`config.mk`:
```
export PLATFORM = sky130hd
export DESIGN_NAME = mem_rw_master
export DESIGN_NICKNAME = d
export VERILOG_FILES = /design/src/rtl/mem_rw_master.sv
export SDC_FILE = /design/constraint.sdc
export NUM_CORES = 1
export LEC_CHECK = 0
export CAP_MARGIN = 20
export CORE_AREA = 4 4 207 209
export DETAILED_ROUTE_END_ITERATION = 16
export DIE_AREA = 0 0 211 213
export HOLD_SLACK_MARGIN = 0.02
export SYNTH_ARGS = -nofsm -noshare
export SYNTH_HDL_FRONTEND = slang
export SYNTH_SLANG_ARGS = --single-unit
```
`constraint.sdc`:
```
create_clock -name clock -period 3.5 [get_ports clock]
set_input_delay 1.05 -clock clock [delete_from_list [all_inputs] [get_ports clock]]
set_output_delay 1.05 -clock clock [all_outputs]
set_load 0.02 [all_outputs]
```
`src/rtl/mem_rw_master.sv`:
```
`default_nettype none
// ============================================================================
// Module   : mem_rw_master
// Purpose  : Burst command master that turns INCR/WRAP read and write
//            commands into single-beat accesses on a simple memory port.
//            Reads sustain one beat per cycle when the consumer is ready.
// Revision : 1.0  initial release
// ============================================================================
module mem_rw_master #(
    parameter int LEN_W = 8
) (
    input  logic             clock,
    input  logic             reset_n,
    // command channel
    input  logic             cmd_valid,
    output logic             cmd_ready,
    input  logic             cmd_write,
    input  logic [63:0]      cmd_addr,
    input  logic [LEN_W-1:0] cmd_len,
    input  logic             cmd_wrap,
    // write-beat channel
    input  logic             wdata_valid,
    output logic             wdata_ready,
    input  logic [63:0]      wdata,
    input  logic [7:0]       wstrb,
    // read-beat channel
    output logic             rdata_valid,
    input  logic             rdata_ready,
    output logic [63:0]      rdata,
    output logic             rdata_last,
    // write completion
    output logic             wresp_valid,
    input  logic             wresp_ready,
    // memory read port
    output logic             r_enable,
    output logic [63:0]      r_index,
    input  logic [63:0]      r_data,
    // memory write port
    output logic             w_enable,
    output logic [63:0]      w_index,
    output logic [63:0]      w_data,
    output logic [63:0]      w_mask
);

    localparam logic [2:0] S_IDLE     = 3'd0;
    localparam logic [2:0] S_RD_ISSUE = 3'd1;
    localparam logic [2:0] S_RD_RESP  = 3'd2;
    localparam logic [2:0] S_WR_DATA  = 3'd3;
    localparam logic [2:0] S_WR_RESP  = 3'd4;

    logic [2:0]       r_state;
    logic [60:0]      r_beat_idx;   // current 8-byte word index
    logic [LEN_W-1:0] r_len;        // beats minus one of the active burst
    logic [LEN_W-1:0] r_cnt;        // beats completed so far
    logic             r_wrap;

    logic             w_last;
    logic             w_len_hi_zero;
    logic [3:0]       w_len_lo;
    logic             w_wrap_ok;
    logic [60:0]      w_wrap_mask;
    logic [60:0]      w_idx_inc;
    logic [60:0]      w_idx_next;
    logic             w_rd_hs;
    logic             w_wr_hs;
    logic [63:0]      w_byte_mask;
    logic             w_unused;

    // The three byte-offset bits of the address never reach the word index.
    assign w_unused = ^cmd_addr[2:0];

    assign w_last   = (r_cnt == r_len);
    assign w_len_lo = 4'(r_len);

    // Only lengths that fit in four bits can select a wrapping window.
    generate
        if (LEN_W > 4) begin : g_len_wide
            assign w_len_hi_zero = (r_len[LEN_W-1:4] == '0);
        end else begin : g_len_narrow
            assign w_len_hi_zero = 1'b1;
        end
    endgenerate

    // Decide whether the burst wraps: WRAP with 2, 4, 8 or 16 beats.
    always_comb begin
        w_wrap_ok = 1'b0;
        if (r_wrap && w_len_hi_zero) begin
            case (w_len_lo)
                4'd1, 4'd3, 4'd7, 4'd15: w_wrap_ok = 1'b1;
                default:                 w_wrap_ok = 1'b0;
            endcase
        end
    end

    // An all-ones mask turns the merge below into a plain 61-bit increment,
    // so INCR and non-wrapping WRAP share one datapath.
    assign w_wrap_mask = w_wrap_ok ? {57'd0, w_len_lo} : {61{1'b1}};
    assign w_idx_inc   = r_beat_idx + 61'd1;
    assign w_idx_next  = (r_beat_idx & ~w_wrap_mask) | (w_idx_inc & w_wrap_mask);

    // Beat handshakes; reset suppresses them so an abandoned burst never
    // touches memory at the reset edge.
    assign w_rd_hs = reset_n && (r_state == S_RD_RESP) && rdata_ready;
    assign w_wr_hs = reset_n && (r_state == S_WR_DATA) && wdata_valid;

    // Expand per-byte strobes into a per-bit write mask.
    generate
        for (genvar gi = 0; gi < 8; gi++) begin : g_mask
            assign w_byte_mask[8*gi +: 8] = {8{wstrb[gi]}};
        end
    endgenerate

    // Burst sequencing: command capture, beat counting, index advance.
    always_ff @(posedge clock) begin
        if (!reset_n) begin
            r_state    <= S_IDLE;
            r_beat_idx <= '0;
            r_len      <= '0;
            r_cnt      <= '0;
            r_wrap     <= 1'b0;
        end else begin
            case (r_state)
                S_IDLE: begin
                    if (cmd_valid) begin
                        r_beat_idx <= cmd_addr[63:3];
                        r_len      <= cmd_len;
                        r_wrap     <= cmd_wrap;
                        r_cnt      <= '0;
                        r_state    <= cmd_write ? S_WR_DATA : S_RD_ISSUE;
                    end
                end
                S_RD_ISSUE: begin
                    r_state <= S_RD_RESP;
                end
                S_RD_RESP: begin
                    if (rdata_ready) begin
                        if (w_last) begin
                            r_state <= S_IDLE;
                        end else begin
                            r_beat_idx <= w_idx_next;
                            r_cnt      <= r_cnt + LEN_W'(1);
                        end
                    end
                end
                S_WR_DATA: begin
                    if (wdata_valid) begin
                        r_beat_idx <= w_idx_next;
                        if (w_last) begin
                            r_state <= S_WR_RESP;
                        end else begin
                            r_cnt <= r_cnt + LEN_W'(1);
                        end
                    end
                end
                S_WR_RESP: begin
                    if (wresp_ready) begin
                        r_state <= S_IDLE;
                    end
                end
                default: begin
                    r_state <= S_IDLE;
                end
            endcase
        end
    end

    // Handshake, memory-port and data outputs decoded from the state.
    always_comb begin
        cmd_ready   = reset_n && (r_state == S_IDLE);
        wdata_ready = reset_n && (r_state == S_WR_DATA);
        rdata_valid = reset_n && (r_state == S_RD_RESP);
        wresp_valid = reset_n && (r_state == S_WR_RESP);
        rdata       = r_data;
        rdata_last  = (r_state == S_RD_RESP) && w_last;

        // First beat issues from the latched index; later beats issue the
        // advanced index in the same cycle the previous beat is consumed.
        r_enable = reset_n && ((r_state == S_RD_ISSUE) || (w_rd_hs && !w_last));
        r_index  = '0;
        if (r_enable) begin
            r_index = (r_state == S_RD_RESP) ? {3'b000, w_idx_next}
                                             : {3'b000, r_beat_idx};
        end

        w_enable = w_wr_hs;
        w_index  = w_enable ? {3'b000, r_beat_idx} : 64'd0;
        w_data   = w_enable ? wdata                 : 64'd0;
        w_mask   = w_enable ? w_byte_mask           : 64'd0;
    end

endmodule
`default_nettype wire

```
After elaboration in Yosys (flattened, before gate mapping)
Index checks and enable logic that the tools add are counted.
Widths: inputs -> output; s select.

operators by class
  $mul = 0
  add/sub/neg operators = 2
  divide/modulo/power cells = 0
  bitwise operators = 4
  muxes and demuxes = 26
  equality and inequality tests = 16
  shifts and indexed selects = 0
  reductions and logical operators = 20
  $lt $le $gt $ge = 0

operators by type and width
  operator               count
  $mux 61                8
  $pmux 61 s3            1
  $mux 64                2
  $and 61x61->61         2
  $add 61x1->61 const B  1
  $not 61->61            1
  $or 61x61->61          1
  $mux 8                 4
  $pmux 8 s3             1
  $mux 3                 6
  $pmux 3 s5             1
  $ne 2x2->1 const B     7
  $logic_and 1x1->1      10
  $add 8x1->8 const B    1
  $eq 8x8->1             1
  $eq 3x2->1 const B     2
  $reduce_and 6->1       1
  $reduce_and 5->1       1
  $eq 4x1->1 const B     1
  $eq 4x2->1 const B     1
  $eq 4x3->1 const B     1
  $eq 4x4->1 const B     1
  $logic_not 4->1        1
  $reduce_and 4->1       1
  other kinds (10)       11

storage, ports and cells
  logic and storage cells = 73
  flip-flop bits (word level) = 81
  output and inout bits = 327
  memory bits (writable) = 0
  bits in latches = 0
  bits in read-only memories = 0
  input port bits = 216
  memories kept = 0

Longest topological paths before layout
Gate-level depths: netlist (run 1).

  depth after elaboration = 11
  mapped depth = 11
  mapped depth without buffers = 6

Worst setup path before layout (run 1)
OpenSTA, ideal clock, no wires.

  path kind = input port to output port
  from = in reset_n
  to = out w_mask[10]
  arrival time = 2,535 ps
  path buffers = 2
  cell stages on the path = 5
  required time = 2,450 ps
  path slack = -85 ps
  cells stage by stage = clkinv_1 > nor2_1 > clkbuf_1 > and3_1 > buf_4

on the way
  longest elaborated chain between the ends = 3

ends and longest elaborated chain
  element             RTL line  RTL
  start: declaration  13        input logic reset_n,
  $logic_and 1x1->1   -
  net wdata_ready     23        output logic wdata_ready,
  $logic_and 1x1->1   104       assign w_wr_hs = reset_n && (r_state == S_WR_DATA) && wdata_valid;
  $mux 64             188       w_mask = w_enable ? w_byte_mask : 64'd0;
  end: declaration    42        output logic [63:0] w_mask

The timed path passes the listed nets, and every way through them passes these cells.

Worst setup path after layout (run 1)
  from = reg r_beat_idx[42]
  to = out r_index[60]

on the way
  longest elaborated chain between the ends = 5

ends and longest elaborated chain
  element                   RTL line  RTL
  start: declaration        52        logic [60:0] r_beat_idx;
  start signal: assignment  125       r_beat_idx <= cmd_addr[63:3];
  start signal: assignment  140       r_beat_idx <= w_idx_next;
  start signal: assignment  147       r_beat_idx <= w_idx_next;
  $add 61x1->61             98        assign w_idx_inc = r_beat_idx + 61'd1;
  $and 61x61->61            99        assign w_idx_next = (r_beat_idx & ~w_wrap_mask) | (w_idx_inc & w_wrap_mask);
  $or 61x61->61             99
  $mux 61                   181       r_index = (r_state == S_RD_RESP) ? {3'b000, w_idx_next}
  $mux 61                   180       if (r_enable) begin
  end: declaration          36        output logic [63:0] r_index,

Every way passes these cells.

==> impl_metrics.toml, run 1 <==
[clock_network]
clockBufferDepth = 2
clk_latency_ps = 360
cts_buffers = 9
cts_hold_buf = 0
clock-sinks = 81
cts_tree = "yes"
clkTransAtPathRegs_ps = 80
h-tree-depth = 3
root_buffer = "clkbuf_16"

[timing]
max_freq_ghz = 0.272
worst_pin_slew_ps = 946
drv_slew = 0
slew_headroom_pct = 36.7
hold_violations = 0
min_period_over_period_pct = 105
layout_setup_ws_ps = -179
setup_violations = 19
grt_setup_unrepaired = "true"
fin_tns_setup_ps = -1760
finClkSkew_ps = 16.3
fin_crit_ps = 3680
holdWs_ps = 467

[grt]
grt_max_degree = 67
grt_first_pass_wirelength_um = 70500
antenna_found_initial = 10
gr-usage-all-layers_pct = 20.1
overflow = 0
grt_pass1_vias = 11100

[placement]
place_congestion = 0.909
placedCellCount = 2182
preCtsSetupSlack_ps = -563
placed_area_um2 = 13700
io_buffers = 405
dp_hpwl_um = 35900

[route]
ant_nets = 0
routed_wl_um = 51000
vias_per_cell = 5.07
dr.pass1.iters = 5
drt_iter0_drc = 993
drc_errors = 0
vias = 11700
post_drt_wl_per_cell_um = 22.2

[final_layout]
drive_above_1_share_pct = 38.4
most-common-layout-cells = "buf_4 (280), clkdlybuf4s50_1 (146), and3_1 (137)"
finish.utilization_pct = 39.4
final_common_cell = "buf_4"
final_cell_count_no_fill = 2301
syn2layout_area_growth_pct = 88.4
final_area_um2 = 16100
fin_nets = 1979
num-fill-cells = 4184

[critical_path]
cp_top_family = "simple AND/OR/NAND/NOR gates"
cpPeakStageDelay_ps = 440
critPathArrivalTime_ps = 2630
path_cells = "nand4_1 -> buf_4 -> or3_1 -> or4_4 -> buf_6 -> nor4_4 -> xnor2_1 -> nor2_1 -> buf_4 -> buf_12"
setup.worst_path.class = "flop to primary output"
worst_path_most_repeated_cell = "buf_4"
cp_slowest_cell = "or4_4"
path_buf_inv = 4
end_kind = "primary output"
startpoint_type = "flop"
path_max_fanout = 3
required_ps = 2450
startpoint = "r_beat_idx[42]$_SDFFE_PN0P_"
r2r_start = "r_beat_idx[19]$_SDFFE_PN0P_"

[synth]
netlist.area_leader.share_pct = 19.0
async_flop_share_pct = 0
synth_cells = 1275
synthFlopType = "dfxtp_1"
synth_edf_count = 0
ys_seq_elements = 81
synth.area.top_cells = "dfxtp_1 (19%), buf_4 (11%), and3_1 (11%), xnor2_1 (6.0%), clkbuf_1 (5.8%)"
yosysWarnings = 0
synth_area_leader_cell = "dfxtp_1"
yosysSeqAreaShare_pct = 19.0
synthesis.area_um2 = 8530
ys_types = 67
synth.avg_cell_area_um2 = 6.69

[run]
maxCapViolCount = 0

[status]
status = "complete, but fails checks"
violations = "negative setup slack"

[power_and_ir_drop]
peakVddDrop_uv = 218
leakagePower_nw = 7.40
power_density_nw_per_um2 = 278
finalPower_mw = 4.47

[floorplan]
start_util_pct = 20.9
die_x_um = 211
core.rowCount = 74
ios = 543
core_um2 = 40800
dieArea_um2 = 44900
dieHeight_um = 213

[worst_hold_path]
hp-class = "flop to flop"
worstHoldStart = "r_wrap$_SDFFE_PN0P_"
==> flip-flops by register name, summed over array words and instances, names as in the netlist <==
name and cells:
r_cnt 8, r_state 3, r_wrap 1, r_len 8, r_beat_idx 61
==> repair_timing <==
action	CTS	global route
resized for setup	642	324
cloned	6	6
buffers inserted	64	42
endpoints found under the setup margin	247	166
pin swaps	43	104
==> routing by layer <==
layer	vias up	track usage (%)	wire, µm
met1	5565	27.6	21900
met4	12	5.45	1340
met2	618	31.8	23500
met5	-	0	82
li1	5369	-	-
met3	107	4.83	4170
==> power breakdown <==
part	internal [mW]	switching, mW
Combinational	0.989	1.26
Clock	0.570	0.472
Sequential	1.06	0.122
Total	2.62	1.85
==> final timing paths <==
check | endpoint | slack (ps) | cells after the start
setup / recovery | r_index[60] | -180 | 10
hold / removal | r_wrap$_SDFFE_PN0P_ | 470 | 2
setup reg to reg | r_beat_idx[23]$_SDFFE_PN0P_ | -150 | 25
hold reg to reg | r_wrap$_SDFFE_PN0P_ | 470 | 2
==> final cells by class <==
| type | count | area [µm²] | area share [%] |
|---|---|---|---|
| timing repair buffer | 738 | 6840 | 42.6 |
| multi-input combinational | 925 | 6560 | 40.8 |
| sequential | 81 | 1660 | 10.3 |
| tap | 532 | 666 | 4.14 |
| clock buffer | 9 | 225 | 1.40 |
| clock inverter | 7 | 85.1 | 0.529 |
| inverter | 6 | 25.0 | 0.156 |
| antenna | 3 | 7.51 | 0.0467 |
==> tightest hold or removal path: cells and delay by family (launching register included) <==
family | cells | cell delay [ps]
DFF | 1 | 330
AOI/OAI and AO/OA | 1 | 50
and+or+nand+nor | 1 | 50
==> Yosys cell counts (all sizes together) (16+ instances only) <==
cell    count
nand4      39
clkbuf    133
o21ai      41
and3      145
buf       135
nand2     118
nor2      130
a21oi      54
nand3      44
dfxtp      81
or3        16
xor2       17
nor3       52
xnor2      58
nor4       37
==> cells by family after synthesis <==
family / count (synthesis) / share of synthesized area, %
compound gates: 203 / 15.6
xor+xnor: 75 / 7.70
fa+ha+maj: 2 / 0.293
buf+inv: 274 / 17.7
flops: 81 / 19.0
mux: 10 / 1.22
other cells: 1 / 0.0440
simple gates: 629 / 38.3
(Power assumes the default switching activity.)
==> run 2: changes to the inputs <==
--- a/config.mk
+++ b/config.mk
@@ -13,3 +13,4 @@
 export SYNTH_ARGS = -nofsm -noshare
 export SYNTH_HDL_FRONTEND = slang
 export SYNTH_SLANG_ARGS = --single-unit
+export TNS_END_PERCENT = 1
==> run 2 against run 1 <==
  * The run still ends with negative setup slack left
  * First-iteration DRC count fell by 17%
  * Maximum frequency decreased by 0.90%
  * Hold slack lost 6.6 ps
  * Via count is 4.9% lower
  * Non-clock buffer count shrank 80
  * Sequential share of layout area increased by 1.0 points
  * Critical path depth is 2 lower
  * Combinational power is 12% lower
  * Setup slack got worse by 33 ps
==> impl_metrics.toml, run 2 (synthesis results as in run 1) <==
[final_layout]
num-fill-cells = 4304
largest_reg_flops = 61
syn2layout_area_growth_pct = 69.0
fin_nets = 1899
final_common_cell = "buf_4"
top_regs = "r_beat_idx x61, r_cnt x8, r_len x8"
final_cell_count_no_fill = 2220
top_register = "r_beat_idx"
finish.utilization_pct = 35.3
most-common-layout-cells = "buf_4 (237), clkdlybuf4s50_1 (178), dlygate4sd2_1 (150)"
drive_above_1_share_pct = 25.6

[critical_path]
startpoint = "rdata_ready"
end_kind = "primary output"
crit_end = "r_index[47]"
cpPeakStageDelay_ps = 490
r2r_start = "r_beat_idx[22]$_SDFFE_PN0P_"
setup.worst_path.class = "input port to primary output"
critPathArrivalTime_ps = 2660
r2r_slack_ps = 630
reg2reg_to = "r_beat_idx[47]$_SDFFE_PN0P_"
cp_slowest_cell = "clkdlybuf4s50_1"
r2r_cells = 9
path_cells = "clkdlybuf4s50_1 -> nand3_1 -> o22ai_2 -> nand3b_1 -> buf_4 -> buf_8 -> nor2_1 -> clkdlybuf4s15_2"
required_ps = 2450
path_max_fanout = 28
startpoint_type = "input port"

[clock_network]
clockBufferDepth = 2
clk_latency_ps = 360
clock-sinks = 81
cts_tree = "yes"
h-tree-depth = 3
cts_hold_buf = 0
clkTransAtPathRegs_ps = 70
root_buffer = "clkbuf_16"
cts_buffers = 9

[grt]
overflow = 0
antenna_found_initial = 8
gr-usage-all-layers_pct = 19.4
grt_first_pass_wirelength_um = 68000
grt_max_degree = 67
grt_pass1_vias = 10900

[timing]
max_freq_ghz = 0.269
slew_headroom_pct = 44.2
min_period_over_period_pct = 106
grt_setup_unrepaired = "true"
worst_pin_slew_ps = 834
finClkSkew_ps = 10.7
hold_violations = 0
setup_violations = 94
layout_setup_ws_ps = -212
drv_slew = 0
fin_crit_ps = 3710

[route]
dr.pass1.iters = 5
routed_wl_um = 47100
ant_nets = 0
drt_iter0_drc = 828
vias_per_cell = 5.00
drc_errors = 0
vias = 11100
post_drt_wl_per_cell_um = 21.2

[floorplan]
core.rowCount = 74
core_um2 = 40800
start_util_pct = 20.9
die_x_um = 211
ios = 543
dieHeight_um = 213
dieArea_um2 = 44900

[status]
violations = "negative setup slack"
status = "complete, but fails checks"

[placement]
placedCellCount = 2184
dp_hpwl_um = 36300
place_congestion = 0.865
io_buffers = 405

[run]
maxCapViolCount = 0

[power_and_ir_drop]
peakVddDrop_uv = 237
power_density_nw_per_um2 = 284
leakagePower_nw = 6.45

[worst_hold_path]
hp-class = "flop to flop"
run 2: through the flow:
step           TNS, ps  hold WS (ps)  area [µm²]  setup slack (ps)  power [mW]
6_report        -15270           461       14400              -212        4.10
3_3_place_gp    -67130           451       13700              -524        3.04
2_1_floorplan    -3560           432        8550             -84.9        2.22
4_1_cts         -15870           464       14200              -259        4.04
3_5_place_dp    -69110           452       13700              -575        3.06
5_1_grt         -26390           484       14400              -308        4.31
run 2: how the worst min path moves through the flow:
stage	from	endpoint	slack [ps]	cells after the start
6_report	r_wrap$_SDFFE_PN0P_	r_wrap$_SDFFE_PN0P_	460	2
5_1_grt	r_len[0]$_SDFFE_PN0P_	r_len[0]$_SDFFE_PN0P_	480	2
4_1_cts	r_wrap$_SDFFE_PN0P_	r_wrap$_SDFFE_PN0P_	460	2
3_5_place_dp	r_wrap$_SDFFE_PN0P_	r_wrap$_SDFFE_PN0P_	450	2
3_3_place_gp	r_wrap$_SDFFE_PN0P_	r_wrap$_SDFFE_PN0P_	450	2
2_1_floorplan	r_wrap$_SDFFE_PN0P_	r_wrap$_SDFFE_PN0P_	430	2
run 2: area by class of cell:
class,instances,area (µm²),share of cell area (%)
Antenna cell,2,5.00,0.0347
Clock buffer,10,239,1.66
Clock inverter,6,42.5,0.295
Inverter,6,22.5,0.156
Multi-Input combinational cell,925,5750,39.9
Sequential cell,81,1640,11.4
Tap cell,532,666,4.62
Timing Repair Buffer,658,6050,42.0
run 2: power breakdown:
group          switching [mW]  total (mW)  internal, mW
Combinational            1.12        1.98         0.857
Sequential              0.108        1.16          1.05
Clock                   0.451       0.954         0.503
run 2: what timing repair did:
item	in CTS	in global routing
setup buffers	5	15
pin swaps	13	26
gates cloned	0	1
resized for setup	375	69
endpoints found under the setup margin	245	207
run 2: metal layers:
metal / up-vias / GRT usage (%) / wire length [µm]
li1: 5212 / - / -
met1: 5346 / 27.1 / 21300
met2: 468 / 31.3 / 21900
met3: 63 / 4.31 / 3220
met4: 10 / 3.42 / 590
met5: - / 0 / 69
run 2: worst max-delay path: cells and delay by family:
family                 cells  cell delay [ps]
AND/OR/NAND/NOR            3              370
AO/OA/AOI/OAI              1              140
buffers and inverters      4             1090
